==> src/rtl/adsr_poly.sv <==
// adsr_poly: multi-channel ADSR envelope generator running on the system clock.
// Each channel owns an envelope state machine, an envelope register and a
// programmable tick divider, and scales its own unsigned sample by the envelope.
// Rate and sustain controls are shared and sampled by every channel each cycle.

module adsr_poly #(
    parameter int CHANNELS    = 4,
    parameter int DATA_W      = 16,
    parameter int ENV_W       = 8,
    parameter int RATE_W      = 16,
    parameter bit RETRIG_ZERO = 1'b0
) (
    input  logic                                clk,
    input  logic                                reset,
    input  logic [CHANNELS-1:0]                 note_on,
    input  logic [RATE_W-1:0]                   attack_rate,
    input  logic [RATE_W-1:0]                   decay_rate,
    input  logic [RATE_W-1:0]                   release_rate,
    input  logic [ENV_W-1:0]                    sustain_level,
    input  logic [CHANNELS*DATA_W-1:0]          in,
    output logic [CHANNELS*(DATA_W+ENV_W)-1:0]  signal_out,
    output logic [CHANNELS*ENV_W-1:0]           env_out,
    output logic [CHANNELS-1:0]                 active
);

    localparam int                PROD_W  = DATA_W + ENV_W;
    localparam logic [ENV_W-1:0]  ENV_MAX = '1;
    localparam logic [ENV_W-1:0]  ENV_ONE = {{(ENV_W-1){1'b0}}, 1'b1};
    localparam logic [RATE_W-1:0] CNT_ONE = {{(RATE_W-1){1'b0}}, 1'b1};

    typedef enum logic [2:0] {
        ST_IDLE,
        ST_ATTACK,
        ST_DECAY,
        ST_SUSTAIN,
        ST_RELEASE
    } state_e;

    for (genvar k = 0; k < CHANNELS; k++) begin : g_ch

        state_e              state_q, state_d;
        logic [ENV_W-1:0]    env_q, env_d;
        logic [RATE_W-1:0]   cnt_q, cnt_d;
        logic [PROD_W-1:0]   prod_q, prod_d;
        logic [RATE_W-1:0]   rate;
        logic                counting;
        logic                tick;
        logic                gate;
        logic [PROD_W-1:0]   sample_ext;
        logic [PROD_W-1:0]   env_ext;

        assign gate = note_on[k];

        // Pick the divider rate of the current phase and detect its tick.
        // NOTE: every variable written in always_comb gets a default first, so
        // no path leaves it unassigned and no latch is inferred.
        always_comb begin
            rate     = attack_rate;
            counting = 1'b0;
            case (state_q)
                ST_ATTACK: begin
                    rate     = attack_rate;
                    counting = 1'b1;
                end
                ST_DECAY: begin
                    rate     = decay_rate;
                    counting = 1'b1;
                end
                ST_RELEASE: begin
                    rate     = release_rate;
                    counting = 1'b1;
                end
                default: begin
                    rate     = attack_rate;
                    counting = 1'b0;
                end
            endcase
            tick = counting && (cnt_q == rate);
        end

        // Envelope state machine: next state and next envelope level.
        // A released gate wins over a same-cycle tick in every sounding phase.
        always_comb begin
            state_d = state_q;
            env_d   = env_q;
            case (state_q)
                ST_IDLE: begin
                    env_d = '0;
                    if (gate) begin
                        state_d = ST_ATTACK;
                    end
                end
                ST_ATTACK: begin
                    if (!gate) begin
                        state_d = ST_RELEASE;
                    end else if (env_q == ENV_MAX) begin
                        // Retriggered at full scale: nothing left to climb.
                        state_d = ST_DECAY;
                    end else if (tick) begin
                        env_d = env_q + ENV_ONE;
                        if (env_d == ENV_MAX) begin
                            state_d = ST_DECAY;
                        end
                    end
                end
                ST_DECAY: begin
                    if (!gate) begin
                        state_d = ST_RELEASE;
                    end else if (env_q <= sustain_level) begin
                        state_d = ST_SUSTAIN;
                    end else if (tick) begin
                        env_d = env_q - ENV_ONE;
                        if (env_d == sustain_level) begin
                            state_d = ST_SUSTAIN;
                        end
                    end
                end
                ST_SUSTAIN: begin
                    if (!gate) begin
                        state_d = ST_RELEASE;
                    end else begin
                        env_d = sustain_level;
                    end
                end
                ST_RELEASE: begin
                    if (gate) begin
                        state_d = ST_ATTACK;
                        if (RETRIG_ZERO) begin
                            env_d = '0;
                        end
                    end else if (env_q == '0) begin
                        state_d = ST_IDLE;
                    end else if (tick) begin
                        env_d = env_q - ENV_ONE;
                        if (env_d == '0) begin
                            state_d = ST_IDLE;
                        end
                    end
                end
                default: begin
                    state_d = ST_IDLE;
                    env_d   = '0;
                end
            endcase
        end

        // Tick divider: counts in timed phases, clears on tick and on any state change.
        // A counter already above a freshly lowered rate simply wraps around.
        always_comb begin
            cnt_d = '0;
            if ((state_d == state_q) && counting && !tick) begin
                cnt_d = cnt_q + CNT_ONE;
            end
        end

        // Full-width unsigned product of the sample and the current envelope.
        always_comb begin
            sample_ext = PROD_W'(in[k*DATA_W +: DATA_W]);
            env_ext    = PROD_W'(env_q);
            prod_d     = sample_ext * env_ext;
        end

        // Channel registers; asynchronous active-low reset returns the channel to IDLE.
        // NOTE: state registers use non-blocking assignments so every flop samples
        // the pre-edge values regardless of statement order.
        always_ff @(posedge clk or negedge reset) begin
            if (!reset) begin
                state_q <= ST_IDLE;
                env_q   <= '0;
                cnt_q   <= '0;
                prod_q  <= '0;
            end else begin
                state_q <= state_d;
                env_q   <= env_d;
                cnt_q   <= cnt_d;
                prod_q  <= prod_d;
            end
        end

        assign signal_out[k*PROD_W +: PROD_W] = prod_q;
        assign env_out[k*ENV_W +: ENV_W]      = env_q;
        assign active[k]                      = (state_q != ST_IDLE);

    end

endmodule
==> config.mk <==
export PLATFORM = sky130hd
export DESIGN_NAME = adsr_poly
export DESIGN_NICKNAME = d
export VERILOG_FILES = /design/src/rtl/adsr_poly.sv
export SDC_FILE = /design/constraint.sdc
export NUM_CORES = 2
export LEC_CHECK = 0
export ABC_CLOCK_PERIOD_IN_PS = 11500
export BUFFER_PORTS_ARGS = -buffer_cell sky130_fd_sc_hd__buf_2
export CAP_MARGIN = 0
export CORE_ASPECT_RATIO = 1.5
export CORE_UTILIZATION = 40
export CTS_CLUSTER_DIAMETER = 80
export DETAILED_ROUTE_END_ITERATION = 16
export SLEW_MARGIN = 20
export SYNTH_ARGS = -nofsm -noshare
export SYNTH_HDL_FRONTEND = slang
export SYNTH_SLANG_ARGS = --single-unit
==> constraint.sdc <==
create_clock -name clk -period 11.5 [get_ports clk]
set_input_delay 2.3 -clock clk [delete_from_list [all_inputs] [get_ports clk]]
set_output_delay 2.3 -clock clk [all_outputs]
set_load 0.02 [all_outputs]
==> flow_metrics.tcl <==
set metrics [dict create \
    finalPower_mw 7.90 \
    post_cts_buffers 0 \
    coreArea_mm2 0.0751 \
    max_slew_margin 0.273 \
    via_per_inst 5.56 \
    powerDensity_mw_per_mm2 236 \
    worstMarginPinSlew_ns 1.08 \
    routed_wl_mm 95.5 \
    root_buffer "clkbuf_16" \
    grt_pass1_vias 27100 \
    h-tree-depth 1 \
    die_area_mm2 0.0771 \
    wl_per_cell_um 20.1 \
    synth_nets 4273 \
    layout_commonest_cell "inv_1" \
    min_path_type "reg2reg" \
    final_core_util 0.445 \
    min_period_ns 6.84 \
    ys_ff_latch 204 \
    numCtsBuffers 26 \
    grt_usage 0.253 \
    fp.dieW_um 227 \
    port_buffers 257 \
    timing.final.crit_share 0.595 \
    seq_area_frac_synth 0.168 \
    synth_edf_count 0 \
    routabilityCongestion 0.966 \
    status "finished clean" \
    grt_max_degree 93 \
    setup_slack_ns 4.66 \
    yosysWarningCount 0 \
    reg2reg_slack_ns 5.75 \
    num_io_pins 258 \
    antenna_found_initial 10 \
    drive_gt1_frac 0.104 \
    dp_slack_ns 4.06 \
    setup_tns_ns 0 \
    slew_violations 0 \
    holdWs_ns 0.495 \
    ys_async_sr_fraction 1.00 \
    synth_cell_types 94 \
    syn_to_final_growth_pct 10.0 \
    clk_path_buf_depth 3 \
    crit_path_start_kind "input pin" \
    cp-end-kind "flop" \
    synth_ff_type "dfrtp_1" \
    syn_area_mm2 0.0304 \
    maxCapViolCount 0 \
    p_leak_nw 16.2 \
    cts_tree "built" \
    drt_iter0_drc 1788 \
    crit_type "in2reg" \
    start_util 0.405 \
    fp.dieH_um 340 \
    final_cell_mix "inv_1, nand2_1, fa_1" \
    skew_ns 0.0314 \
    clk_latency_ns 0.61 \
    clock-sinks 204 \
    grt_pass1_wl_mm 152 \
    rsz0062_at_grt "no" \
    remaining_drc_errors 0 \
    ctsHoldBuffers 0 \
    vias 26300 \
    rows 123 \
    crit_fanout 8 \
    setup_viol 0 \
    first_pass_iters 6 \
    clock.fmax_ghz 0.146 \
    ctsResizeCount 0 \
    crit_required_ns 12.00 \
    hold_viol 0 \
    syn_avg_cell_area_um2 8.49 \
    vdd_drop_max_mv 0.166 \
    finalNetCount 4412 \
    ant_nets 0 \
    dp_hpwl_mm 72.5 \
    syn_inst 3582 \
    arrival_ns 7.34 \
    grt-ovfl-total 0 \
    clkSlewWorstSetupHoldPaths_ns 0.06 \
]
state kept, by name, indices dropped and copies added, names as in the netlist:
| signal | flops |
|---|---|
| g_ch.cnt_q | 64 |
| g_ch.state_q | 12 |
| g_ch.prod_q | 96 |
| g_ch.env_q | 32 |
cells in the mapped netlist (65+ instances only):
cell type  count  share of area
a21oi_1      118          0.019
and2_1       328          0.068
clkbuf_1     157          0.019
dfrtp_1      204           0.17
fa_1         336           0.22
ha_1         229          0.094
inv_1        417          0.051
nand2_1      348          0.043
nand3_1      106          0.017
nor2_1       203          0.025
nor3_1        69          0.011
o21ai_0      109          0.018
xnor2_1      167          0.048
xor2_1        65          0.019
cell type report:
| cell class | instances | area [µm²] |
|---|---|---|
| Antenna cell | 5 | 12.5 |
| Fill cell | 7623 | 41700 |
| Sequential cell | 204 | 5100 |
| Tap cell | 1000 | 1250 |
| Clock inverter | 10 | 150 |
| Clock buffer | 34 | 741 |
| Multi-Input combinational cell | 2764 | 23000 |
| Timing Repair Buffer | 303 | 1640 |
| Inverter | 422 | 1580 |
through the flow:
step	std cells	cell area, µm²
5_1_grt	4741	33400
3_5_place_dp	4693	32500
2_1_floorplan	3582	30400
4_1_cts	4737	33400
3_3_place_gp	4693	32500
6_report	4742	33400
metal layers:
metal,GRT usage,up-vias,part of all wire
li1,-,12200,-
met1,0.286,13000,0.37
met2,0.461,864,0.52
met3,0.0385,252,0.062
met4,0.112,12,0.047
met5,0,-,0.00084
path summary, 6_finish.rpt:
| check | from | end | depth (start not counted) |
|---|---|---|---|
| min in group asynchronous | reset | g_ch[0].cnt_q[12] | 1 |
| max in group asynchronous | reset | g_ch[1].prod_q[3] | 3 |
| worst max register to register | g_ch[2].env_q[2] | g_ch[2].prod_q[23] | 16 |
| worst min register to register | g_ch[1].env_q[0] | g_ch[1].env_q[0] | 1 |
| worst max-delay path | in[19] | g_ch[1].prod_q[22] | 17 |
| worst min-delay path | g_ch[1].env_q[0] | g_ch[1].env_q[0] | 1 |
critical path, cell delays in order:
cell and delay, ns:
buf_2 0.15, nand2_1 0.09, fa_1 0.45, fa_1 0.49, fa_1 0.54, inv_1 0.05, fa_1 0.44, ha_1 0.34
o21a_1 0.15, a2111oi_0 0.62, o32ai_1 0.23, o22a_1 0.28, a22o_1 0.21, or4_1 0.42, a31o_2 0.24, a21oi_1 0.17
xnor2_1 0.15
logic make-up (layout without fill, tap and decap cells):
group	after synthesis	after routing	share of synthesized area
other cells	0	5	0
flops	204	204	0.168
mux	21	21	0.00733
buf+inv	614	769	0.0770
xor+xnor	232	232	0.0668
fa+ha+maj	565	565	0.316
compound gates	597	597	0.134
simple gates	1349	1349	0.231
power by group:
group / switching (mW) / internal (mW)
Clock: 0.364 / 0.519
Sequential: 0.175 / 0.953
Combinational: 3.50 / 2.39
Total: 4.04 / 3.86
Note: power is estimated with default switching activity, not from simulation.
